==> config.mk <==
export PLATFORM = sky130hd
export DESIGN_NAME = mem_arbiter
export DESIGN_NICKNAME = d
export VERILOG_FILES = /design/src/rtl/mem_arbiter.sv
export SDC_FILE = /design/constraint.sdc
export NUM_CORES = 1
export LEC_CHECK = 0
export ABC_CLOCK_PERIOD_IN_PS = 5900
export CAP_MARGIN = 25
export CORE_ASPECT_RATIO = 1.5
export CORE_MARGIN = 10
export CORE_UTILIZATION = 44
export DETAILED_ROUTE_END_ITERATION = 16
export DONT_BUFFER_PORTS = 1
export PLACE_DENSITY_LB_ADDON = 0.1
export SLEW_MARGIN = 20
export SYNTH_ARGS = -nofsm -noshare
export SYNTH_HDL_FRONTEND = slang
export SYNTH_SLANG_ARGS = --single-unit
==> constraint.sdc <==
create_clock -name clk -period 5.9 [get_ports clk]
set_input_delay 1.77 -clock clk [delete_from_list [all_inputs] [get_ports clk]]
set_output_delay 1.77 -clock clk [all_outputs]
set_load 0.01 [all_outputs]
==> src/rtl/mem_arbiter.sv <==
// Two-port (fetch / data) arbiter in front of one single-port memory.
// Define MEM_ARB_FAIRNESS_EN to let a waiting fetch win after STARVE_MAX data grants.
module mem_arbiter #(
  parameter int STARVE_MAX = 3
) (
  input  logic        clk,
  input  logic        reset,
  input  logic        if_req,
  input  logic [31:0] if_addr,
  output logic [31:0] if_rdata,
  output logic        if_ack,
  input  logic        mem_req,
  input  logic        mem_we,
  input  logic [31:0] mem_addr,
  input  logic [31:0] mem_wdata,
  output logic [31:0] mem_rdata,
  output logic        mem_ack,
  output logic        ram_req,
  output logic        ram_we,
  output logic [31:0] ram_addr,
  output logic [31:0] ram_wdata,
  input  logic [31:0] ram_rdata,
  input  logic        ram_ready,
  output logic        stall_if,
  output logic        stall_mem
);

  typedef enum logic [1:0] {IDLE, IF_BUSY, MEM_BUSY, RESP} state_t;

  state_t state;
  logic   pickIf;

  if (STARVE_MAX < 1 || STARVE_MAX > 15) begin : gBadStarveMax
    $error("mem_arbiter: STARVE_MAX must be in 1..15");
  end

`ifdef MEM_ARB_FAIRNESS_EN
  logic [3:0] starveCnt;
  // Data port wins unless fetch has already been passed over STARVE_MAX times.
  always_comb pickIf = if_req & (~mem_req | (starveCnt == 4'(STARVE_MAX)));
`else
  always_comb pickIf = if_req & ~mem_req;
`endif

  assign stall_if  = if_req & ~if_ack;
  assign stall_mem = mem_req & ~mem_ack;

  always_ff @(posedge clk or posedge reset) begin
    if (reset) begin
      state     <= IDLE;
      ram_req   <= 1'b0;
      ram_we    <= 1'b0;
      ram_addr  <= '0;
      ram_wdata <= '0;
      if_ack    <= 1'b0;
      mem_ack   <= 1'b0;
      if_rdata  <= '0;
      mem_rdata <= '0;
`ifdef MEM_ARB_FAIRNESS_EN
      starveCnt <= '0;
`endif
    end else begin
      case (state)
        IDLE: begin
          if (pickIf) begin
            state     <= IF_BUSY;
            ram_req   <= 1'b1;
            ram_we    <= 1'b0;
            ram_addr  <= if_addr;
            ram_wdata <= '0;
`ifdef MEM_ARB_FAIRNESS_EN
            starveCnt <= '0;
`endif
          end else if (mem_req) begin
            state     <= MEM_BUSY;
            ram_req   <= 1'b1;
            ram_we    <= mem_we;
            ram_addr  <= mem_addr;
            ram_wdata <= mem_wdata;
`ifdef MEM_ARB_FAIRNESS_EN
            if (if_req && starveCnt != 4'(STARVE_MAX))
              starveCnt <= starveCnt + 4'd1;
`endif
          end
        end
        IF_BUSY, MEM_BUSY: begin
          // Transfer runs to completion even if the requester lets go.
          if (ram_ready) begin
            state   <= RESP;
            ram_req <= 1'b0;
            if (state == IF_BUSY) begin
              if_ack   <= 1'b1;
              if_rdata <= ram_rdata;
            end else begin
              mem_ack <= 1'b1;
              if (!ram_we) mem_rdata <= ram_rdata;
            end
          end
        end
        RESP: begin
          state   <= IDLE;
          if_ack  <= 1'b0;
          mem_ack <= 1'b0;
        end
        default: state <= IDLE;
      endcase
    end
  end

endmodule

==> impl_metrics.tcl, run 1 <==
set metrics [dict create \
    antennaDiodeCount 0 \
    finalNetCount 522 \
    power_frac_comb_pct 22.3 \
    crit_arrival_ps 2090 \
    clk_path_buf_depth 2 \
    syn_area_um2 5370 \
    required_ps 4130 \
    cts-resized-gates 0 \
    ys_types 26 \
    start_util_pct 44.9 \
    syn_area_per_cell_um2 14.0 \
    track_usage_pct 14.9 \
    synth_fp_nets 523 \
    run_status "complete, no violations" \
    peakVddDrop_uv 346 \
    hold_class "reg2reg" \
    core-area_um2 12000 \
    worst_path_max_delay_cell "nor2b_1" \
    relSlewSlack_pct 33.5 \
    synthToLayoutAreaGrowth_pct 12.2 \
    path_class "in2out" \
    cts_tree "built" \
    total_power_w 0.00385 \
    synth_area_leader_cell "dfrtp_1" \
    hpwl_um 10000 \
    multi_input_area_um2 1850 \
    ys_ff_latch 134 \
    grt_start_max_net_pins 91 \
    finalCriticalPeriod_ps 3860 \
    drt-initial-drc-count 138 \
    path_buf_inv 0 \
    path_cells "nor2b_1" \
    p_per_area_nw_per_um2 638 \
    gr-total-overflow 0 \
    cp_top_family "simple AND/OR/NAND/NOR gates" \
    report.final.slew_viol_count 0 \
    synth-edff-count 0 \
    seq_area_um2 3350 \
    portBuffers 0 \
    fp.dieW_um 110 \
    root_buffer "clkbuf_16" \
    cts.sinks 134 \
    setup_violations 0 \
    report.final.hold_viol_count 0 \
    dr.pass1.iters 4 \
    htreeDepth 4 \
    worstSetupStartpointType "input port" \
    maxCapViolCount 0 \
    grt_pass1_wl_um 19600 \
    holdWs_ps 559 \
    route.detailed.drc 0 \
    cts_buffers 17 \
    clock_skew_ps 7.78 \
    ys_warn_count 0 \
    routed_wl_um 13100 \
    worstSkewPairLatency_ps 400 \
    cp_max_fo 4 \
    num_vias 3016 \
    p_leak_nw 2.82 \
    pwr-share-clk_pct 26.0 \
    via_per_inst 5.49 \
    ctsHoldBuffers 0 \
    critPathMaxStageDelay_ps 320 \
    gp_congestion 0.786 \
    antenna_left 0 \
    clkTransAtPathRegs_ps 60 \
    cp-end-kind "output pin" \
    rsz0062_at_grt "false" \
    worst_pin_slew_ps 998 \
    synth_ff_type "dfrtp_1" \
    design.die.area_um2 17100 \
    p_seq_share_pct 51.7 \
    cts_setup_buffers 0 \
    grt_pass1_vias 3384 \
    io_pins 268 \
    num-fill-cells 1065 \
    tns_ps 0 \
    std_cell_rows 49 \
    p_sw_w 0.00139 \
    p_int_w 0.00245 \
    wire_per_inst_um 23.9 \
    syn_inst 384 \
    antenna_found_initial 0 \
    synthTopCellsByArea "dfrtp_1 (62%), mux2_2 (13%), mux2i_1 (6.5%), a22o_1 (5.4%), o21ai_0 (2.6%)" \
    fin_crit_sh_pct 65.5 \
    fmax_mhz 259 \
    yosys.area.top_type_share_pct 62.5 \
    yosysSeqAreaShare_pct 62.5 \
    die_h_um 155 \
    async_reset_ff_share_pct 100 \
    drive_gt1_share_pct 26.5 \
    swShare_pct 36.3 \
]
-- final timing paths --
path                                              to  depth (start not counted)  slack [ps]                     start
max                                         stall_if                          1        2040                    if_req
min                         ram_addr[13]$_DFFE_PP0P_                          2         560  ram_addr[13]$_DFFE_PP0P_
max reg2reg                mem_rdata[21]$_DFFE_PP0P_                          6        3850      state[0]$_DFFE_PP0P_
min reg2reg                 ram_addr[13]$_DFFE_PP0P_                          2         560  ram_addr[13]$_DFFE_PP0P_
max in group asynchronous    ram_addr[8]$_DFFE_PP0P_                          2        3430                     reset
min in group asynchronous  ram_wdata[10]$_DFFE_PP0P_                          1        1380                     reset
-- final cells by class --
class	count	share of cell area (%)
Inverter	6	0.457
Tap cell	153	3.18
Clock inverter	15	2.39
Sequential cell	134	55.6
Clock buffer	17	7.06
Timing Repair Buffer	4	0.498
Multi-Input combinational cell	220	30.8
-- cell families after synthesis --
logic type / after synthesis / share of synthesized area (%)
AO/OA/AOI/OAI: 73 / 9.42
multiplexers: 101 / 20.4
flip-flops: 134 / 62.5
adder cells (fa/ha/maj): 5 / 1.17
buffers and inverters: 30 / 3.22
AND/OR/NAND/NOR: 41 / 3.38
-- registers in the layout, indices dropped and copies added (netlist names) --
name / flops
ram_we: 1
ram_addr: 32
ram_wdata: 32
mem_ack: 1
ram_req: 1
state: 2
if_rdata: 32
if_ack: 1
mem_rdata: 32
-- power by group through the flow --
stage | Clock, W | Combinational, W | Sequential (W)
final | 0.000999 | 0.000858 | 0.00199
after global routing | 0.00108 | 0.000973 | 0.00206
after CTS | 0.00103 | 0.000879 | 0.00202
after detailed placement | 0 | 0.000881 | 0.00203
after global placement | 0 | 0.000843 | 0.00203
after floorplan | 0 | 0.000780 | 0.00185
-- per-layer routing --
metal	vias up	track usage (%)	share of wire, %	routed length, um
met4	0	4.60	1.4	178
met3	14	7.90	14	1780
met1	1479	15.6	33	4290
li1	1363	-	-	-
met2	160	25.2	53	6910
met5	-	0	0	0
-- cells in the mapped netlist (2+ instances only) --
master	instances
o21ai_0	28
mux2_2	64
buf_2	9
clkbuf_1	8
inv_1	6
o21ai_1	5
nor2b_1	3
dfrtp_1	134
mux2i_1	35
nand2_1	33
mux2_1	2
ha_1	5
nand2b_1	2
buf_6	6
a22o_1	33
-- cell usage in the layout, fill, tap and decap left out, types with 4 or more instances in the layout --
master	count
o21ai_0	28
o21ai_1	5
a22o_1	33
dfrtp_1	134
clkbuf_16	17
mux2i_1	35
ha_1	5
inv_6	6
mux2_2	64
inv_1	5
nand2_1	33
buf_4	4
-- through the flow --
step / cell area [um2] / util [%] / std cells / setup WS, ps
2_1_floorplan: 5370 / - / 384 / 547
3_3_place_gp: 5460 / 45.6 / 517 / 2020
3_5_place_dp: 5460 / 45.6 / 517 / 2030
4_1_cts: 6020 / 50.4 / 549 / 2030
5_1_grt: 6030 / 50.4 / 549 / 2000
6_report: 6030 / 50.4 / 549 / 2040
No activity file was read; power rests on OpenSTA's default activity.
==> run 2: changes to the inputs <==
--- a/config.mk
+++ b/config.mk
@@ -5,7 +5,7 @@
 export SDC_FILE = /design/constraint.sdc
 export NUM_CORES = 1
 export LEC_CHECK = 0
-export ABC_CLOCK_PERIOD_IN_PS = 5900
+export ABC_CLOCK_PERIOD_IN_PS = 3500
 export CAP_MARGIN = 25
 export CORE_ASPECT_RATIO = 1.5
 export CORE_MARGIN = 10
==> constraint.sdc (replaced) <==
create_clock -name clk -period 3.5 [get_ports clk]
set_input_delay 1.05 -clock clk [delete_from_list [all_inputs] [get_ports clk]]
set_output_delay 1.05 -clock clk [all_outputs]
set_load 0.01 [all_outputs]
==> impl_metrics.tcl, run 2 (synthesis gave the netlist of run 1 again) <==
set metrics [dict create \
    run_status "complete, no violations" \
    std_cell_rows 49 \
    dr.pass1.iters 4 \
    design.die.area_um2 17100 \
    gr-total-overflow 0 \
    path_buf_inv 0 \
    crit_arrival_ps 1340 \
    antenna_found_initial 0 \
    root_buffer "clkbuf_16" \
    layout_common_cells "dfrtp_1 (134), mux2_2 (64), mux2i_1 (35)" \
    required_ps 2450 \
    worst_path_max_delay_cell "nor2b_1" \
    p_int_w 0.00436 \
    path_class "in2out" \
    core-area_um2 12000 \
    swShare_pct 35.1 \
    finalNetCount 525 \
    drive_gt1_share_pct 26.8 \
    relSlewSlack_pct 44.5 \
    htreeDepth 4 \
    fmax_mhz 419 \
    grt_pass1_vias 3381 \
    antennaDiodeCount 0 \
    gp_congestion 0.741 \
    start_util_pct 44.9 \
    holdWs_ps 493 \
    top_usage_layer "met2" \
    r2r_cells 6 \
    post_dp_cell_area_um2 5480 \
    final_common_cell "dfrtp_1" \
    cp_top_family "simple AND/OR/NAND/NOR gates" \
    grt_use_met1_pct 16.4 \
    peakVddDrop_uv 438 \
    antenna_left 0 \
    critPathMaxStageDelay_ps 280 \
    num_vias 2971 \
    report.final.slew_viol_count 0 \
    cp_max_fo 4 \
    portBuffers 0 \
    routed_wl_um 13300 \
    num-fill-cells 1043 \
    cts-resized-gates 0 \
    track_usage_pct 15.3 \
    hpwl_um 10100 \
    maxCapViolCount 0 \
    grt_pass1_wl_um 20100 \
    clk_path_buf_depth 2 \
    die_h_um 155 \
    drt-initial-drc-count 127 \
    via_per_inst 5.38 \
    worstSkewPairLatency_ps 400 \
    clkTransAtPathRegs_ps 60 \
    globalRouteMet3Util_pct 7.82 \
    tns_ps 0 \
    worstSetupPathDepth 1 \
    cts_buffers 17 \
    cts_setup_buffers 0 \
    cp-end-kind "output pin" \
    cts_tree "built" \
    p_leak_nw 2.87 \
    io_pins 268 \
    path_cells "nor2b_1" \
    finalCriticalPeriod_ps 2390 \
    wire_per_inst_um 24.1 \
    power_frac_comb_pct 21.5 \
    p_sw_w 0.00236 \
    pwr-share-clk_pct 28.4 \
    use_met2_pct 25.0 \
    hold_class "in2async" \
    synthToLayoutAreaGrowth_pct 14.4 \
    rsz0062_at_grt "false" \
    setup_violations 0 \
    report.final.hold_viol_count 0 \
    route.detailed.drc 0 \
    ctsHoldBuffers 0 \
    final_area_um2 6140 \
    worstSetupStartpointType "input port" \
    fin_crit_sh_pct 68.2 \
    fp.dieW_um 110 \
    p_seq_share_pct 50.0 \
    p_per_area_nw_per_um2 1090 \
    worst_pin_slew_ps 832 \
    grt_start_max_net_pins 99 \
    cts.sinks 134 \
    clock_skew_ps 8.96 \
]
-- run 2: through the flow --
step | setup slack (ps) | util, % | std cells | total power, W
after floorplan | 785 | - | 384 | 0.00443
after global placement | 1060 | 45.9 | 519 | 0.00485
after detailed placement | 1020 | 45.9 | 519 | 0.00491
after CTS | 1110 | 51.2 | 551 | 0.00686
after global routing | 1110 | 51.4 | 552 | 0.00715
final | 1110 | 51.4 | 552 | 0.00672
-- run 2: per-layer routing --
layer	wire [um]	share of wire, %	up-vias
li1	-	-	1369
met4	203	1.5	0
met3	1780	13	13
met1	4430	33	1435
met2	6880	52	154
met5	0	0	-
-- run 2: final timing paths --
check                                              start                        end  slack [ps]
worst max-delay path                              if_req                   stall_if        1110
worst min-delay path                               reset    if_rdata[3]$_DFFE_PP0P_         490
worst max register to register      state[0]$_DFFE_PP0P_  mem_rdata[17]$_DFFE_PP0P_        1450
worst min register to register  ram_addr[12]$_DFFE_PP0P_   ram_addr[12]$_DFFE_PP0P_         560
max in group asynchronous                          reset  mem_rdata[21]$_DFFE_PP0P_        2130
min in group clk                ram_addr[12]$_DFFE_PP0P_   ram_addr[12]$_DFFE_PP0P_         560
-- run 2: power by group through the flow --
stage | clock [W] | combinational [W] | sequential, W
after CTS | 0.00197 | 0.00148 | 0.00341
after global placement | 0 | 0.00143 | 0.00343
after floorplan | 0 | 0.00132 | 0.00311
after detailed placement | 0 | 0.00149 | 0.00342
final | 0.00191 | 0.00145 | 0.00336
after global routing | 0.00205 | 0.00162 | 0.00348
-- run 2: final cells by class --
type	count	area [um2]	area share [%]
timing repair buffer	7	77.6	1.26
sequential	134	3350	54.6
multi-input combinational	220	1850	30.2
clock buffer	17	425	6.92
clock inverter	15	216	3.52
inverter	6	26.3	0.428
tap	153	191	3.12
